File: config.mk
export PLATFORM = sky130hd
export DESIGN_NAME = pattern_fsm_tick_flat
export DESIGN_NICKNAME = d
export VERILOG_FILES = /design/src/rtl/pattern_fsm_tick_pkg.sv /design/src/rtl/pattern_fsm_tick_if.sv /design/src/rtl/pattern_fsm_tick_tick_gen.sv /design/src/rtl/pattern_fsm_tick.sv /design/src/flat_wrapper.sv
export SDC_FILE = /design/constraint.sdc
export NUM_CORES = 1
export LEC_CHECK = 0
export ABC_AREA = 1
export CAP_MARGIN = 20
export CORE_MARGIN = 2
export CORE_UTILIZATION = 54
export CTS_BUF_LIST = sky130_fd_sc_hd__clkbuf_16
export DETAILED_ROUTE_END_ITERATION = 8
export GPL_TIMING_DRIVEN = 0
export MAX_ROUTING_LAYER = met4
export PLACE_DENSITY = 0.9
export SETUP_SLACK_MARGIN = 0.2
export SKIP_CTS_REPAIR_TIMING = 1
export SLEW_MARGIN = 20
export SYNTH_ARGS = -nofsm -noshare
export SYNTH_HDL_FRONTEND = slang
export SYNTH_SLANG_ARGS = --single-unit
export TNS_END_PERCENT = 100
File: constraint.sdc
create_clock -name clk -period 2.5 [get_ports clk]
set_input_delay 0.5 -clock clk [delete_from_list [all_inputs] [get_ports clk]]
set_output_delay 0.5 -clock clk [all_outputs]
set_load 0.05 [all_outputs]
File: src/rtl/pattern_fsm_tick_pkg.sv
// Shared types for the tick-sampled pattern detector.
// The package holds the FSM state encoding and the width helper for the fill counter.
package pattern_fsm_pkg;

  typedef enum logic [1:0] {
    IDLE  = 2'd0,
    FILL  = 2'd1,
    ARMED = 2'd2,
    HIT   = 2'd3
  } state_t;

  function automatic int fill_width(input int pat_len);
    return $clog2(pat_len + 1);
  endfunction

endpackage

File: src/rtl/pattern_fsm_tick_if.sv
// Control and status bundle of the pattern detector.
// The board-side driver uses the master modport and the detector uses the slave modport.
interface pattern_fsm_tick_if
  import pattern_fsm_pkg::*;
#(
  parameter int PAT_LEN   = 4,
  parameter int CNT_WIDTH = 8
);

  localparam int FILL_W = fill_width(PAT_LEN);

  logic                 en;
  logic                 x;
  logic                 cnt_clr;
  logic                 tick;
  logic [1:0]           state;
  logic [FILL_W-1:0]    fill;
  logic                 z1;
  logic                 z2;
  logic [CNT_WIDTH-1:0] match_cnt;
  logic                 cnt_sat;

  modport master (
    output en, x, cnt_clr,
    input  tick, state, fill, z1, z2, match_cnt, cnt_sat
  );

  modport slave (
    input  en, x, cnt_clr,
    output tick, state, fill, z1, z2, match_cnt, cnt_sat
  );

endinterface

File: src/rtl/pattern_fsm_tick_tick_gen.sv
// Free-running prescaler that emits a one-cycle sample enable every DIV_MAX+1 clocks.
// Replaces the old divided-clock blocks so that everything downstream stays on one clock.
module tick_gen #(
  parameter int DIV_MAX = 3
) (
  input  logic clk,
  input  logic reset,
  output logic tick
);

  localparam int DW = (DIV_MAX < 1) ? 1 : $clog2(DIV_MAX + 1);

  logic [DW-1:0] div_cnt;

  always_ff @(posedge clk or posedge reset) begin
    if (reset) begin
      div_cnt <= '0;
    end else if (div_cnt == DW'(DIV_MAX)) begin
      div_cnt <= '0;
    end else begin
      div_cnt <= div_cnt + 1'b1;
    end
  end

  assign tick = (div_cnt == DW'(DIV_MAX));

endmodule

File: src/rtl/pattern_fsm_tick.sv
// Tick-sampled serial pattern detector with Moore/Mealy outputs and a saturating match counter.
// Samples x once per prescaler tick; overlapping or non-overlapping detection is set by OVERLAP.
module pattern_fsm_tick
  import pattern_fsm_pkg::*;
#(
  parameter int                 DIV_MAX   = 3,
  parameter int                 PAT_LEN   = 4,
  parameter logic [PAT_LEN-1:0] PATTERN   = 4'b1101,
  parameter int                 OVERLAP   = 1,
  parameter int                 CNT_WIDTH = 8
) (
  input  logic              clk,
  input  logic              reset,
  pattern_fsm_tick_if.slave bus
);

  localparam int FILL_W = fill_width(PAT_LEN);

  state_t               state_q, state_d;
  // The oldest sample only matters in the compare, so only PAT_LEN-1 bits are kept.
  logic [PAT_LEN-2:0]   hist_q, hist_d;
  logic [PAT_LEN-1:0]   hist_n;
  logic [FILL_W-1:0]    fill_q, fill_d, fill_n;
  logic                 full_n;
  logic                 tick;
  logic                 match;
  logic [CNT_WIDTH-1:0] cnt_q;
  logic                 sat;

  tick_gen #(.DIV_MAX(DIV_MAX)) u_tick_gen (
    .clk   (clk),
    .reset (reset),
    .tick  (tick)
  );

  assign hist_n = {hist_q, bus.x};
  assign fill_n = (fill_q == FILL_W'(PAT_LEN)) ? fill_q : fill_q + 1'b1;
  assign full_n = (fill_n == FILL_W'(PAT_LEN));
  assign match  = tick & bus.en & full_n & (hist_n == PATTERN);
  assign sat    = &cnt_q;

  always_ff @(posedge clk or posedge reset) begin
    if (reset) begin
      state_q <= IDLE;
      hist_q  <= '0;
      fill_q  <= '0;
    end else begin
      state_q <= state_d;
      hist_q  <= hist_d;
      fill_q  <= fill_d;
    end
  end

  always_comb begin
    state_d = state_q;
    hist_d  = hist_q;
    fill_d  = fill_q;
    if (!bus.en) begin
      state_d = IDLE;
      hist_d  = '0;
      fill_d  = '0;
    end else if (state_q == IDLE) begin
      state_d = FILL;
      hist_d  = '0;
      fill_d  = '0;
    end else if (tick) begin
      if (match) begin
        state_d = HIT;
        if (OVERLAP != 0) begin
          hist_d = hist_n[PAT_LEN-2:0];
          fill_d = fill_n;
        end else begin
          hist_d = '0;
          fill_d = '0;
        end
      end else begin
        hist_d = hist_n[PAT_LEN-2:0];
        fill_d = fill_n;
        // Non-overlapping HIT restarts from an empty history, so it behaves like FILL.
        if (state_q == ARMED || (state_q == HIT && OVERLAP != 0)) begin
          state_d = ARMED;
        end else begin
          state_d = full_n ? ARMED : FILL;
        end
      end
    end
  end

  always_ff @(posedge clk or posedge reset) begin
    if (reset) begin
      cnt_q <= '0;
    end else if (bus.cnt_clr) begin
      cnt_q <= '0;
    end else if (match && !sat) begin
      cnt_q <= cnt_q + 1'b1;
    end
  end

  assign bus.tick      = tick;
  assign bus.state     = state_q;
  assign bus.fill      = fill_q;
  assign bus.z1        = (state_q == HIT);
  assign bus.z2        = match;
  assign bus.match_cnt = cnt_q;
  assign bus.cnt_sat   = sat;

endmodule

File: src/flat_wrapper.sv
// flat-port wrapper written by rule: the top's interface ports become plain ports
module pattern_fsm_tick_flat import pattern_fsm_pkg::*;
#(
  parameter int                 DIV_MAX   = 3,
  parameter int                 PAT_LEN   = 4,
  parameter logic [PAT_LEN-1:0] PATTERN   = 4'b1101,
  parameter int                 OVERLAP   = 1,
  parameter int                 CNT_WIDTH = 8
)
  (clk, reset, bus_en, bus_x, bus_cnt_clr, bus_tick, bus_state, bus_fill, bus_z1, bus_z2, bus_match_cnt, bus_cnt_sat);
  pattern_fsm_tick_if #(.PAT_LEN(PAT_LEN), .CNT_WIDTH(CNT_WIDTH)) bus_i ();
  input  logic clk;
  input  logic reset;
  input wire logic [$bits(bus_i.en)-1:0] bus_en;
  input wire logic [$bits(bus_i.x)-1:0] bus_x;
  input wire logic [$bits(bus_i.cnt_clr)-1:0] bus_cnt_clr;
  output wire logic [$bits(bus_i.tick)-1:0] bus_tick;
  output wire logic [$bits(bus_i.state)-1:0] bus_state;
  output wire logic [$bits(bus_i.fill)-1:0] bus_fill;
  output wire logic [$bits(bus_i.z1)-1:0] bus_z1;
  output wire logic [$bits(bus_i.z2)-1:0] bus_z2;
  output wire logic [$bits(bus_i.match_cnt)-1:0] bus_match_cnt;
  output wire logic [$bits(bus_i.cnt_sat)-1:0] bus_cnt_sat;
  assign bus_i.en = bus_en;
  assign bus_i.x = bus_x;
  assign bus_i.cnt_clr = bus_cnt_clr;
  assign bus_tick = bus_i.tick;
  assign bus_state = bus_i.state;
  assign bus_fill = bus_i.fill;
  assign bus_z1 = bus_i.z1;
  assign bus_z2 = bus_i.z2;
  assign bus_match_cnt = bus_i.match_cnt;
  assign bus_cnt_sat = bus_i.cnt_sat;
  pattern_fsm_tick #(.DIV_MAX(DIV_MAX), .PAT_LEN(PAT_LEN), .PATTERN(PATTERN), .OVERLAP(OVERLAP), .CNT_WIDTH(CNT_WIDTH)) u_core (.clk(clk), .reset(reset), .bus(bus_i));
endmodule
Word-level counts from Yosys, hierarchy flattened
Index checks and enable logic that the tools add are counted.

Bits in registers: 18. Logic and storage cells: 40.

Add/sub/neg operators: 3. Eq/ne operators: 7. Multiplexer cells: 16. Bitwise operators: 3. Reductions and logical operators: 6.

Operators with widths (number): $mux 3 (7); $mux 8 (2); $mux 2 (7); $add 8x1->8 const B (1); $reduce_and 8->1 (1); $eq 2x2->1 const B (3); $eq 3x3->1 const B (2); $eq 4x4->1 const B (1); $add 3x1->3 const B (1); $and 1x1->1 (3); $ne 3x1->1 const B (1); $add 2x1->2 const B (1); $logic_not 2->1 (1); $reduce_bool 2->1 (1); $logic_and 1x1->1 (1); $logic_not 1->1 (1); $logic_or 1x1->1 (1).

Longest topological paths before layout
Depth in word-level cells: 9. Depth in mapped cells: 10.

By module
Synthesis repeated with hierarchy kept, for this count alone.

Cell total of the unflattened synthesis: 145. Area, all modules: 1063.5 um^2.

By module, submodules not included: pattern_fsm_tick (instances 1, cells an instance 140, area an instance 993.5 um^2); tick_gen (instances 1, cells an instance 5, area an instance 70.1 um^2).

Least setup slack after synthesis
No wires, ideal clock.

Path kind: reg-to-output. From: reg u_core.fill_q[0], in the netlist u_core.bus.fill[0]. To: out bus_z2. Data arrival time: 1.900 ns. Required time: 2.000 ns. Setup slack: 0.100 ns. Cell stages (with the launch flop): 8. Buffers on the path: 0. Path through: dfrtp_1 inv_2 ha_1 nand2_2 nand2_1 nand2_1 nand3_1 nor2_2.

Longest elaborated chain between the ends: 5.

Ends and longest elaborated chain: from (decl) (RTL line pattern_fsm_tick.sv:23) `logic [FILL_W-1:0] fill_q, fill_d, fill_n;`; from (signal assigned) (RTL line pattern_fsm_tick.sv:50) `fill_q <= fill_d;`; $add 3x1->3 / $eq 3x3->1 (equally long branches) (RTL line pattern_fsm_tick.sv:37) `assign fill_n = (fill_q == FILL_W'(PAT_LEN)) ? fill_q : fill_q + 1'b1;`; $mux 3 (*) (RTL line pattern_fsm_tick.sv:37); $eq 3x3->1 (*) (RTL line pattern_fsm_tick.sv:38) `assign full_n = (fill_n == FILL_W'(PAT_LEN));`; $and 1x1->1 (*) (2 in series) (RTL line pattern_fsm_tick.sv:39) `assign match = tick & bus.en & full_n & (hist_n == PATTERN);`; to (decl) (RTL line flat_wrapper.sv:21) `output wire logic [$bits(bus_i.z2)-1:0] bus_z2;`.

Mark *: on every way between the ends. The rest lies on a longest branch, timed or not.

Worst setup path in the final report
Ends and elaborated chain as after synthesis.

==> metrics.txt <==
status completed; Row Count 16; first-pass GRT wire length roughly 4300 um; HP Class flop to flop; Max FO, Critical Path 5; Unique masters post-synth 24; largest family of logic cells by synthesized area simple AND/OR/NAND/NOR gates; worst-case reg-to-reg path depth 10; CTS Buf Count 3; P_leak 0.713 nW; Yosys warning total 0; CP startpoint u_core.bus.fill[0]; via count 1078; CP Capture Point bus_z2; fin crit share 88.7%; Clock transition at path regs approximately 0.05 ns; final wirelength 2540 um; Syn Std Cell Area roughly 0.0011 mm2; RD Place Congestion 0.862; crit path capture type primary output; CTS sink cnt 18; post-synthesis adder-cell area fraction 4.54%; critical path required time 2.00 ns; Peak Freq 451 MHz; Starting Density 56.8%; share of cells above drive strength 1 14.0%; initial detailed-routing violation count 23; Seq cells post-synth 18; I/O pins 22; critical path arrival between 1.5 and 2 ns; Simple-Gate Fraction of Synth Area 38.7%; drt wl/cell 12.8 um; Slew HR 55.4%; TritonRoute pass-1 iters 4; Die Wd 49.2 um; Yosys top cell by area dfrtp_1; Syn Nets 155; Nets 182; Final Hold Viols 0; Critical R2R Launch u_core.bus.fill[0]; Worst setup SP type flop; Routed Antenna Nets 0; Placed Cells incl. Taps approximately 190; top cells by area, synth dfrtp_1, nand2_1, inv_1, nand3_1, ha_1; maximum VDD drop around 0.00055 V; sequential fraction of the synthesis area between 40% and 50%; mux share of post-synthesis cell area 0%; final setup vio count 0; CORE AREA 0.00194 mm2; Die Y-Extent roughly 49 um; CTS Buffer Depth 2; CTS tree done; max_cap viols 0; fin. max-slew vios 0; post-synthesis average cell area 7.55 um2; total grt overflow 0; post-synth top area share 40.9%; critical path type flop to primary output; die area 0.00242 mm2; skew final between 0.0015 and 0.002 ns; vias in the first global route ~1000; slew at the pin with the worst max-slew slack 0.669 ns; largest net degree at the start of global routing 19; r2r endpoint u_core.bus.match_cnt[6]; antenna cells 0; Post-Syn Instances 146; Hold Worst Slack roughly 0.43 ns; IO buf count 21; min cycle time layout 2.22 ns; worst reg-to-reg setup slack 0.86 ns; Worst-Skew Late Latency around 0.24 ns; detailed-route DRC error count 0; post-synthesis xor/xnor area fraction 2.38%; CTS H-tree lvls 1; power per cell area 460 mW/mm2; synthesis-to-finish area growth 30.8%; RSZ-0062 raised after global routing false; DPL Wire Length 1710 um; Finished Layout Cells between 150 and 200; fraction of the mapped netlist area in compound gates 4.99%; initial antenna violation count 0; total track usage between 20% and 30%; root buffer cell clkbuf_16; via/cell ratio 5.42
==> critical path, cell delays in order (launching register included) <==
cell     delay (ns)
dfrtp_1        0.43
inv_2          0.11
ha_2           0.24
nand2_2        0.11
nand3_2        0.15
nand3_2        0.12
nor2_4         0.14
buf_6          0.17
==> worst min-delay path by stage <==
stage	start	to	slack, ns	depth (start not counted)
after CTS	u_core.u_tick_gen.div_cnt[0]	u_core.u_tick_gen.div_cnt[0]	0.43	1
final	u_core.u_tick_gen.div_cnt[0]	u_core.u_tick_gen.div_cnt[0]	0.43	1
after global routing	u_core.u_tick_gen.div_cnt[0]	u_core.u_tick_gen.div_cnt[0]	0.48	1
after floorplan	u_core.u_tick_gen.div_cnt[0]	u_core.u_tick_gen.div_cnt[0]	0.40	1
after global placement	u_core.u_tick_gen.div_cnt[0]	u_core.u_tick_gen.div_cnt[0]	0.41	1
after detailed placement	u_core.u_tick_gen.div_cnt[0]	u_core.u_tick_gen.div_cnt[0]	0.42	1
==> cell usage in the layout, fill, tap and decap left out, drive strengths merged, types with 5 or more instances in the layout <==
cell,instances
dfrtp,18
inv,23
nand2,47
clkdlybuf4s50,19
nor2,16
o21ai,5
nand3,16
==> synthesized netlist by cell type <==
library cell and n:
nor2_8 1, dfrtp_1 18, clkinv_1 1, buf_1 1, xnor2_1 1, nand2_4 1, nor3_1 4, nand2_2 6
o22ai_1 4, nand2_1 40, nand4_4 1, ha_1 4, a21oi_1 1, o21ai_0 2, nor2_4 1, inv_1 20
inv_2 3, nor2_1 12, nand4_1 2, nand3_2 1, o21ai_1 3, xor2_1 2, nand3_1 15, nor2_2 2
==> power breakdown <==
group	internal (mW)	total [mW]	leakage, nW	switching (mW)
logic	0.0177	0.0532	0.429	0.0355
clock network	0.212	0.313	0.0385	0.101
registers	0.294	0.297	0.246	0.00250
==> through the flow <==
stage / total power, mW / setup WS, ns / TNS, ns / util, % / area (um2)
2_1_floorplan: 0.334 / 0.233 / 0 / - / 1110
5_1_grt: 0.685 / 0.209 / 0 / 74.2 / 1440
4_1_cts: 0.669 / -0.435 / -0.589 / 73.6 / 1430
6_report: 0.663 / 0.283 / 0 / 74.2 / 1440
3_3_place_gp: 0.351 / -0.315 / -0.315 / 69.6 / 1350
3_5_place_dp: 0.353 / -0.329 / -0.329 / 69.6 / 1350
==> flip-flops by register name, indices dropped and copies added, names as in the netlist <==
| name | cells |
|---|---|
| u_core.bus.match_cnt | 8 |
| u_core.hist_q | 3 |
| u_core.bus.fill | 3 |
| u_core.bus.state | 2 |
| u_core.u_tick_gen.div_cnt | 2 |
==> area by class of cell <==
type / count / area [um2]
clock buffers: 3 / 75.1
repair buffers: 22 / 214
multi-input cells: 103 / 571
well taps: 27 / 33.8
inverters: 24 / 90.1
plain buffers: 1 / 3.75
flip-flops and latches: 18 / 450
fillers: 146 / 500
clock inverters: 1 / 3.75
==> layer usage <==
metal  wire [um]  vias up  global-route usage (%)
li1            -      514                       -
met1        1100      519                    26.3
met2        1290       36                    40.5
met3          85        9                    3.37
met4          67        0                    10.5
met5           0        -                       -
==> kinds of logic (layout without fill, tap and decap cells) <==
| logic type | after synthesis | in the layout |
|---|---|---|
| simple gates | 86 | 86 |
| compound gates | 10 | 10 |
| flops | 18 | 18 |
| fa+ha+maj | 4 | 4 |
| buf+inv | 25 | 51 |
| xor+xnor | 3 | 3 |
(Power assumes the default switching activity.)
